$ cat src/rtl/macc_psum_requant.sv
// Accumulates NUM_CHUNKS signed MACC partial sums plus a bias into one neuron, then
// requantizes with a rounding arithmetic right shift and clamps to an unsigned 8-bit activation.
module macc_psum_requant #(
   parameter int NUM_INPUTS = 20,
   parameter int NUM_CHUNKS = 4,
   parameter int ACC_WIDTH  = 32,
   localparam int IN_WIDTH  = 17 + $clog2(NUM_INPUTS)
) (
   input  logic                        clk,
   input  logic                        rst_n,
   input  logic signed [IN_WIDTH-1:0]  i_data,
   input  logic                        i_valid,
   input  logic signed [ACC_WIDTH-1:0] i_bias,
   input  logic [4:0]                  i_shift,
   input  logic                        i_clear,
   output logic [7:0]                  o_data,
   output logic                        o_valid,
   output logic                        o_busy,
   output logic                        o_ovf
);

   localparam int CNT_W = (NUM_CHUNKS > 1) ? $clog2(NUM_CHUNKS) : 1;
   localparam logic [CNT_W-1:0] LAST_CNT = CNT_W'(NUM_CHUNKS - 1);

   logic [CNT_W-1:0]            cnt;
   logic signed [ACC_WIDTH-1:0] acc;
   logic signed [ACC_WIDTH-1:0] data_ext;
   logic signed [ACC_WIDTH-1:0] add_a;
   logic signed [ACC_WIDTH-1:0] add_sum;
   logic                        add_ovf;
   logic                        first_beat;
   logic                        last_beat;
   logic                        done1;
   logic [4:0]                  shift1;

   logic signed [ACC_WIDTH:0]   rnd;
   logic signed [ACC_WIDTH:0]   rsum;
   logic signed [ACC_WIDTH:0]   rshift;
   logic signed [ACC_WIDTH:0]   r2;
   logic                        done2;
   logic [7:0]                  clamped;

   // Stage 1 datapath: chunk 0 starts from the bias, later chunks from the running sum.
   always_comb begin
      data_ext   = {{(ACC_WIDTH - IN_WIDTH){i_data[IN_WIDTH-1]}}, i_data};
      first_beat = (cnt == '0);
      last_beat  = (cnt == LAST_CNT);
      add_a      = first_beat ? i_bias : acc;
      add_sum    = add_a + data_ext;
      add_ovf    = (add_a[ACC_WIDTH-1] == data_ext[ACC_WIDTH-1]) &&
                   (add_sum[ACC_WIDTH-1] != add_a[ACC_WIDTH-1]);
   end

   // Stage 2 datapath: one extra bit of headroom keeps the rounding add exact.
   always_comb begin
      rnd = '0;
      if (shift1 != 5'd0) rnd = (ACC_WIDTH + 1)'(1) << (shift1 - 5'd1);
      rsum   = {acc[ACC_WIDTH-1], acc} + rnd;
      rshift = rsum >>> shift1;
   end

   // Stage 3 datapath: negative results clamp to 0, which doubles as ReLU.
   always_comb begin
      clamped = r2[7:0];
      if (r2[ACC_WIDTH])            clamped = 8'd0;
      else if (|r2[ACC_WIDTH-1:8])  clamped = 8'd255;
   end

   always_ff @(posedge clk or negedge rst_n) begin
      if (!rst_n) begin
         cnt    <= '0;
         acc    <= '0;
         o_ovf  <= 1'b0;
         done1  <= 1'b0;
         shift1 <= '0;
      end else if (i_clear) begin
         cnt    <= '0;
         acc    <= '0;
         o_ovf  <= 1'b0;
         done1  <= 1'b0;
         shift1 <= '0;
      end else begin
         done1 <= 1'b0;
         if (i_valid) begin
            acc <= add_sum;
            if (add_ovf) o_ovf <= 1'b1;
            if (last_beat) begin
               cnt    <= '0;
               shift1 <= i_shift;
               done1  <= 1'b1;
            end else begin
               cnt <= cnt + CNT_W'(1);
            end
         end
      end
   end

   always_ff @(posedge clk or negedge rst_n) begin
      if (!rst_n) begin
         done2   <= 1'b0;
         r2      <= '0;
         o_valid <= 1'b0;
         o_data  <= '0;
      end else if (i_clear) begin
         done2   <= 1'b0;
         r2      <= '0;
         o_valid <= 1'b0;
         o_data  <= '0;
      end else begin
         done2   <= done1;
         o_valid <= done2;
         if (done1) r2 <= rshift;
         if (done2) o_data <= clamped;
      end
   end

   assign o_busy = (cnt != '0);

endmodule

$ cat config.mk
export PLATFORM = sky130hd
export DESIGN_NAME = macc_psum_requant
export DESIGN_NICKNAME = d
export VERILOG_FILES = /design/src/rtl/macc_psum_requant.sv
export SDC_FILE = /design/constraint.sdc
export NUM_CORES = 1
export LEC_CHECK = 0
export BUFFER_PORTS_ARGS = -buffer_cell sky130_fd_sc_hd__buf_2
export CORE_MARGIN = 2
export CORE_UTILIZATION = 30
export CTS_CLUSTER_DIAMETER = 60
export CTS_CLUSTER_SIZE = 24
export DETAILED_ROUTE_END_ITERATION = 7
export HOLD_SLACK_MARGIN = 0.02
export PLACE_DENSITY_LB_ADDON = 0.3
export SYNTH_ARGS = -nofsm -noshare
export SYNTH_HDL_FRONTEND = slang
export SYNTH_SLANG_ARGS = --single-unit
$ cat constraint.sdc
create_clock -name clk -period 4.5 [get_ports clk]
set_input_delay 0.675 -clock clk [delete_from_list [all_inputs] [get_ports clk]]
set_output_delay 0.675 -clock clk [all_outputs]
set_load 0.03 [all_outputs]
==> results of run 1 <==
## state kept, by name (all words and copies together), names as in the netlist
signal,cells
acc,32
cnt,2
done1,1
o_data,8
shift1,5
r2,33
o_ovf,1
done2,1
o_valid,1
## stage by stage
step	power, W	cells	hold WS (ns)	util	instance area [sq um]
after detailed placement	0.00202	1630	0.483	0.346	10500
after global routing	0.00307	1666	0.409	0.375	11400
after global placement	0.00202	1630	0.472	0.346	10500
after floorplan	0.00166	1129	0.379	-	9220
final	0.00292	1666	0.338	0.375	11400
after CTS	0.00285	1646	0.377	0.357	10900
## power by group
group | internal, W | total (W) | leakage (nW) | switching [W]
logic | 0.000559 | 0.00123 | 4.08 | 0.000668
registers | 0.000803 | 0.000869 | 1.15 | 0.0000659
clock network | 0.000442 | 0.000822 | 0.153 | 0.000380
total | 0.00180 | 0.00292 | 5.38 | 0.00111
## routing by layer
metal  share of wire  GRT usage  wire length [um]
met1            0.46      0.259             14100
met2            0.47      0.315             14500
met3           0.047     0.0237              1460
met4           0.023     0.0528               700
met5               0          0                 0
## logic make-up (layout without fill, tap and decap cells)
group                      Yosys count  after routing
and+or+nand+nor                    392            392
xor gates and xnor gates            46             46
buffers and inverters               95            236
adders and majority gates           69             69
muxes                              112            112
DFF                                 84             84
AOI/OAI and AO/OA                  331            331
## what timing repair did
item,CTS,global route
pin swaps,2,45
gates cloned,0,1
resized for setup,3,88
endpoints found under the setup margin,6,34
buffers inserted,0,19
## area by class of cell
type                            instances  area [sq um]  area share
Clock buffer                            9           225      0.0197
Clock inverter                          7          81.3     0.00712
Inverter                               36           136      0.0119
Multi-Input combinational cell        950          7130       0.624
Sequential cell                        84          2100       0.184
Tap cell                              396           495      0.0434
Timing Repair Buffer                  184          1250       0.109
## synth_stat cells, types with 6 or more instances
cell type	instances	area (sq um)
nand2b_1	13	81.3
xnor2_1	26	228
nor2b_1	9	56.3
a21oi_1	80	400
or3_1	6	37.5
o22ai_1	7	43.8
nor3_1	40	200
dfrtp_1	84	2100
mux2_2	39	439
inv_1	32	120
a211oi_1	18	135
and2_1	10	62.6
nand2_1	96	360
mux4_2	7	158
a21o_1	32	240
o211ai_1	17	128
mux2i_1	66	661
o21ai_1	8	40.0
o221ai_1	7	61.3
nand3_1	23	115
o31ai_1	10	75.1
o21ai_0	49	245
ha_1	67	838
clkbuf_1	42	158
buf_1	12	45.0
nor4_1	12	75.1
and3_1	9	56.3
xor2_1	19	166
a31oi_1	7	43.8
nor2_1	144	541
a221oi_1	8	70.1
o21a_1	10	75.1
## worst max-delay path: stages (launching register included)
cell and delay (ns):
dfrtp_1 0.40, clkinv_2 0.08, nand2_4 0.07, nor2_4 0.15
xnor2_2 0.15, nand2_2 0.10, buf_6 0.15, nor2_2 0.11
ha_1 0.25, nor2b_2 0.17, o31a_4 0.35, buf_4 0.16
o221a_4 0.22, a211oi_4 0.28, o21ai_2 0.11, xor2_2 0.17
mux4_2 0.54, mux4_2 0.51, a32oi_1 0.18, o21ai_1 0.08
## final timing paths
kind | startpoint | end | slack, ns | cells after the start
setup reg to reg | shift1[1]$_DFFE_PN0P_ | r2[5]$_DFFE_PN0P_ | 0.12 | 19
setup / recovery | shift1[1]$_DFFE_PN0P_ | r2[5]$_DFFE_PN0P_ | 0.12 | 19
min in group clk | r2[23]$_DFFE_PN0P_ | r2[23]$_DFFE_PN0P_ | 0.50 | 2
hold / removal | rst_n | acc[20]$_DFFE_PN0P_ | 0.34 | 1
max in group asynchronous | rst_n | shift1[4]$_DFFE_PN0P_ | 3.13 | 2
hold reg to reg | r2[23]$_DFFE_PN0P_ | r2[23]$_DFFE_PN0P_ | 0.50 | 2
==> run_results.csv, run 1 <==
group,metric,value,unit
run_status,status,"complete, no violations",
grt,grtUsageTotal,0.190,
synth,yosys.cell_types.count,92,
synth,synthXorXnorAreaFrac,0.0446,
sta,setup_tns,0,ns
detailed_routing,viasPerCell,5.51,
worst_setup_path,crit_arrival,4.61,ns
sta,finalSetupViolations,0,
floorplan,initial_core_util,0.302,
floorplan,die_w,179,um
grt,grt_max_degree,63,
floorplan,io_pins,74,
clocking,clk_latency,0.37,ns
cells_and_area,area_growth,24.1,%
synth,ys_ff_latch,84,
synth,synth_mux_area_frac,0.137,
pwr,power.density,255,nW/um^2
synth,synth_adder_area_share,0.0954,
synth,synth_area_per_cell,8.15,sq um
grt,antenna_found_initial,0,
synth,synth-edff-count,0,
pwr,ir_drop,0.182,mV
synth,synth_compound_area_frac,0.256,
clocking,clkSinkCount,84,
grt,grt_pass1_wl,47800,um
detailed_routing,drc,0,
sta,finalMaxSlewViolations,0,
grt,grt_overflow,0,
worst_setup_path,cp_max_fo,6,
placed_design,dpl.hpwl,23900,um
worst_setup_path,end_kind,"flip-flop",
placed_design,pre_cts_slack,-0.0381,ns
run,cap_violations,0,
sta,skew,0.0170,ns
detailed_routing,routed_wirelength,30800,um
pwr,p_leak,5.38,nW
sta,setup_ws,0.122,ns
synth,synth_top_family_by_area,"compound AO/OA/AOI/OAI gates",
clocking,max-clock-path-buffers,2,
synth,synthCells,1129,
grt,grt_pass1_vias,8732,
placed_design,portBuffers,73,
synth,yosysSeqAreaShare,0.228,
cells_and_area,final_common_cell,"nor2_1",
cells_and_area,antenna_cells,0,
clocking,cts_inserted_buffers,9,
floorplan,fp.coreArea,30400,sq um
cells_and_area,fin_nets,1397,
floorplan,std_cell_rows,64,
placed_design,gp_congestion,0.926,
detailed_routing,wl_per_cell,18.5,um
sta,worst_slew_pin_slew,0.794,ns
sta,finalCritPeriodShare,0.973,
sta,period_needed,4.38,ns
synth,ys_dominant_reg_cell,"dfrtp_1",
synth,syn-cell-area,9200,sq um
worst_setup_path,cp.required,4.73,ns
sta,finalHoldViolCount,0,
worst_setup_path,worstSetupStartpointType,"flip-flop",
synth,yosysWarnings,0,
floorplan,die_h,179,um
clocking,clkSlewWorstSetupHoldPaths,0.08,ns
sta,relSlewSlack,0.469,
detailed_routing,first_pass_iters,5,
hold_path,hold_class,"in2async",
cells_and_area,fill_cells,3179,
clocking,cts_tree,"done",
synth,synth_nets,1261,
clocking,cts_root_buf,"clkbuf_16",
detailed_routing,drtIter0Drc,610,
cells_and_area,drive_gt1_frac,0.276,
floorplan,die_area,32100,sq um
clocking,h-tree-depth,3,
detailed_routing,vias,9182,
clocking,cts-hold-fix-buffers,0,
cells_and_area,final_cell_mix,"134 x nor2_1, 105 x buf_4, 90 x nand2_1, 83 x dfrtp_1, 74 x a21oi_1",
synth,yosys.area_share.simple,0.198,
sta,rsz0062_at_grt,"yes",
sta,fmax,228,MHz
synth,synthArstFlopShare,1.00,
worst_setup_path,crit_type,"reg2reg",
detailed_routing,ant_nets,0,
No activity file was read; power rests on OpenSTA's default activity.
==> run 2, diff against run 1 <==
--- a/config.mk
+++ b/config.mk
@@ -7,7 +7,7 @@
 export LEC_CHECK = 0
 export BUFFER_PORTS_ARGS = -buffer_cell sky130_fd_sc_hd__buf_2
 export CORE_MARGIN = 2
-export CORE_UTILIZATION = 30
+export CORE_UTILIZATION = 38
 export CTS_CLUSTER_DIAMETER = 60
 export CTS_CLUSTER_SIZE = 24
 export DETAILED_ROUTE_END_ITERATION = 7
==> constraint.sdc (replaced) <==
create_clock -name clk -period 4.5 [get_ports clk]
set_input_delay 0.225 -clock clk [delete_from_list [all_inputs] [get_ports clk]]
set_output_delay 0.225 -clock clk [all_outputs]
set_load 0.03 [all_outputs]
==> run 2 against run 1 <==
  * Global-route usage increased by 3.4 points
  * Largest power group unchanged
  * Clock skew decreased by 0.0039 ns
  * Register-to-register slack about the same
==> run_results.csv, run 2 (synthesis gave the netlist of run 1 again) <==
group,metric,value,unit
run_status,status,"complete, no violations",
grt,grt_max_degree,62,
sta,skew,0.0131,ns
cells_and_area,final_common_cell,"nor2_1",
worst_setup_path,crit_arrival,4.61,ns
detailed_routing,first_pass_iters,6,
placed_design,portBuffers,73,
floorplan,std_cell_rows,56,
cells_and_area,final_cell_mix,"136 x nor2_1, 89 x buf_4, 88 x nand2_1, 82 x dfrtp_1, 77 x a21oi_1",
floorplan,die_area,25500,sq um
grt,grtUsageTotal,0.224,
floorplan,die_h,160,um
cells_and_area,stdcell_area,11200,sq um
floorplan,fp.coreArea,23600,sq um
clocking,cts_tree,"done",
cells_and_area,drive_gt1_frac,0.266,
worst_setup_path,cp_max_fo,6,
sta,setup_tns,0,ns
worst_setup_path,worstSetupStartpointType,"flip-flop",
detailed_routing,ant_nets,0,
sta,finalHoldViolCount,0,
clocking,cts_root_buf,"clkbuf_16",
sta,holdWs,0.120,ns
hold_path,hold_class,"in2reg",
floorplan,initial_core_util,0.390,
grt,grt_overflow,0,
clocking,cts_inserted_buffers,9,
pwr,power.density,256,nW/um^2
pwr,p_leak,5.26,nW
placed_design,gp_congestion,0.980,
detailed_routing,vias,9255,
clocking,h-tree-depth,3,
cells_and_area,largestRegisters,"r2: 33 flops, acc: 32 flops, o_data: 8 flops",
cells_and_area,area_growth,21.5,%
sta,rsz0062_at_grt,"yes",
placed_design,dpl_cell_area,10400,sq um
clocking,max-clock-path-buffers,2,
sta,finalSetupViolations,0,
grt,grt_pass1_vias,8757,
detailed_routing,drc,0,
sta,relSlewSlack,0.341,
placed_design,dpl.hpwl,22500,um
sta,finalCritPeriodShare,0.971,
grt,grt_pass1_wl,46600,um
detailed_routing,drtIter0Drc,638,
pwr,ir_drop,0.166,mV
sta,worst_slew_pin_slew,0.985,ns
run,cap_violations,0,
clocking,clkSlewWorstSetupHoldPaths,0.08,ns
clocking,clkSinkCount,84,
placed_design,placed_cells,1541,
cells_and_area,instances_no_fill,1574,
worst_setup_path,cp.required,4.74,ns
cells_and_area,fin_nets,1382,
sta,finalMaxSlewViolations,0,
clocking,clk_latency,0.37,ns
cells_and_area,antenna_cells,0,
floorplan,die_w,160,um
cells_and_area,largest_reg_flops,33,
pwr,total_power,0.00286,W
worst_setup_path,crit_type,"reg2reg",
detailed_routing,viasPerCell,5.88,
floorplan,io_pins,74,
sta,fmax,229,MHz
grt,antenna_found_initial,1,
sta,period_needed,4.37,ns
detailed_routing,routed_wirelength,29600,um
detailed_routing,wl_per_cell,18.8,um
worst_setup_path,end_kind,"flip-flop",
cells_and_area,largest-register,"r2",
## run 2: timing repair
| item | in CTS | in global routing |
|---|---|---|
| setup endpoints to repair | 10 | 36 |
| gates cloned | 0 | 1 |
| gates resized for setup | 0 | 85 |
| hold endpoints to repair | 39 | 0 |
| buffers inserted | 0 | 16 |
| hold buffers | 1 | 0 |
| pin swaps | 1 | 26 |
## run 2: worst paths after layout
kind	startpoint	end	slack, ns	cells past startpoint
setup / recovery	shift1[0]$_DFFE_PN0P_	r2[5]$_DFFE_PN0P_	0.13	19
hold / removal	i_shift[4]	shift1[4]$_DFFE_PN0P_	0.12	3
setup reg to reg	shift1[0]$_DFFE_PN0P_	r2[5]$_DFFE_PN0P_	0.13	19
hold reg to reg	r2[29]$_DFFE_PN0P_	r2[29]$_DFFE_PN0P_	0.49	1
max in group asynchronous	rst_n	shift1[3]$_DFFE_PN0P_	3.10	3
min in group asynchronous	rst_n	acc[20]$_DFFE_PN0P_	0.39	2
## run 2: routing by layer
metal  vias up  routed length, um  global-route usage
met4         0                684              0.0612
met3        57               1650              0.0291
met2       321              13900               0.374
met1      4447              13400               0.305
li1       4430                  -                   -
met5         -                  0                   0
## run 2: critical path, stage by stage, from the launching register on
cell and delay (ns):
dfrtp_1 0.39, inv_2 0.09, nand2_4 0.07, nor2_4 0.11
xnor2_2 0.14, nand2_1 0.11, buf_4 0.18, nor2_2 0.12
ha_1 0.27, nor2b_2 0.18, o31a_4 0.31, buf_4 0.14
o221a_2 0.25, a211oi_4 0.24, o21ai_1 0.13, xor2_1 0.19
mux4_2 0.55, mux4_2 0.48, a32oi_1 0.19, o21ai_1 0.09
## run 2: cell type report
class	count	area, sq um
tap	319	399
sequential	84	2100
multi-input combinational	950	7100
clock inverter	7	76.3
clock buffer	9	225
fill	2326	12400
inverter	36	136
timing repair buffer	169	1130
## run 2: stage by stage
stage	worst slack, ns	utilization
2_1_floorplan	0.0116	-
3_3_place_gp	-0.0107	0.439
3_5_place_dp	-0.0569	0.439
4_1_cts	0.00922	0.452
5_1_grt	-0.0729	0.473
6_report	0.129	0.473
## run 2: power by group
part	switching [W]	internal, W	total, W
Sequential	0.0000597	0.000803	0.000862
Clock	0.000408	0.000396	0.000805
Combinational	0.000655	0.000541	0.00120
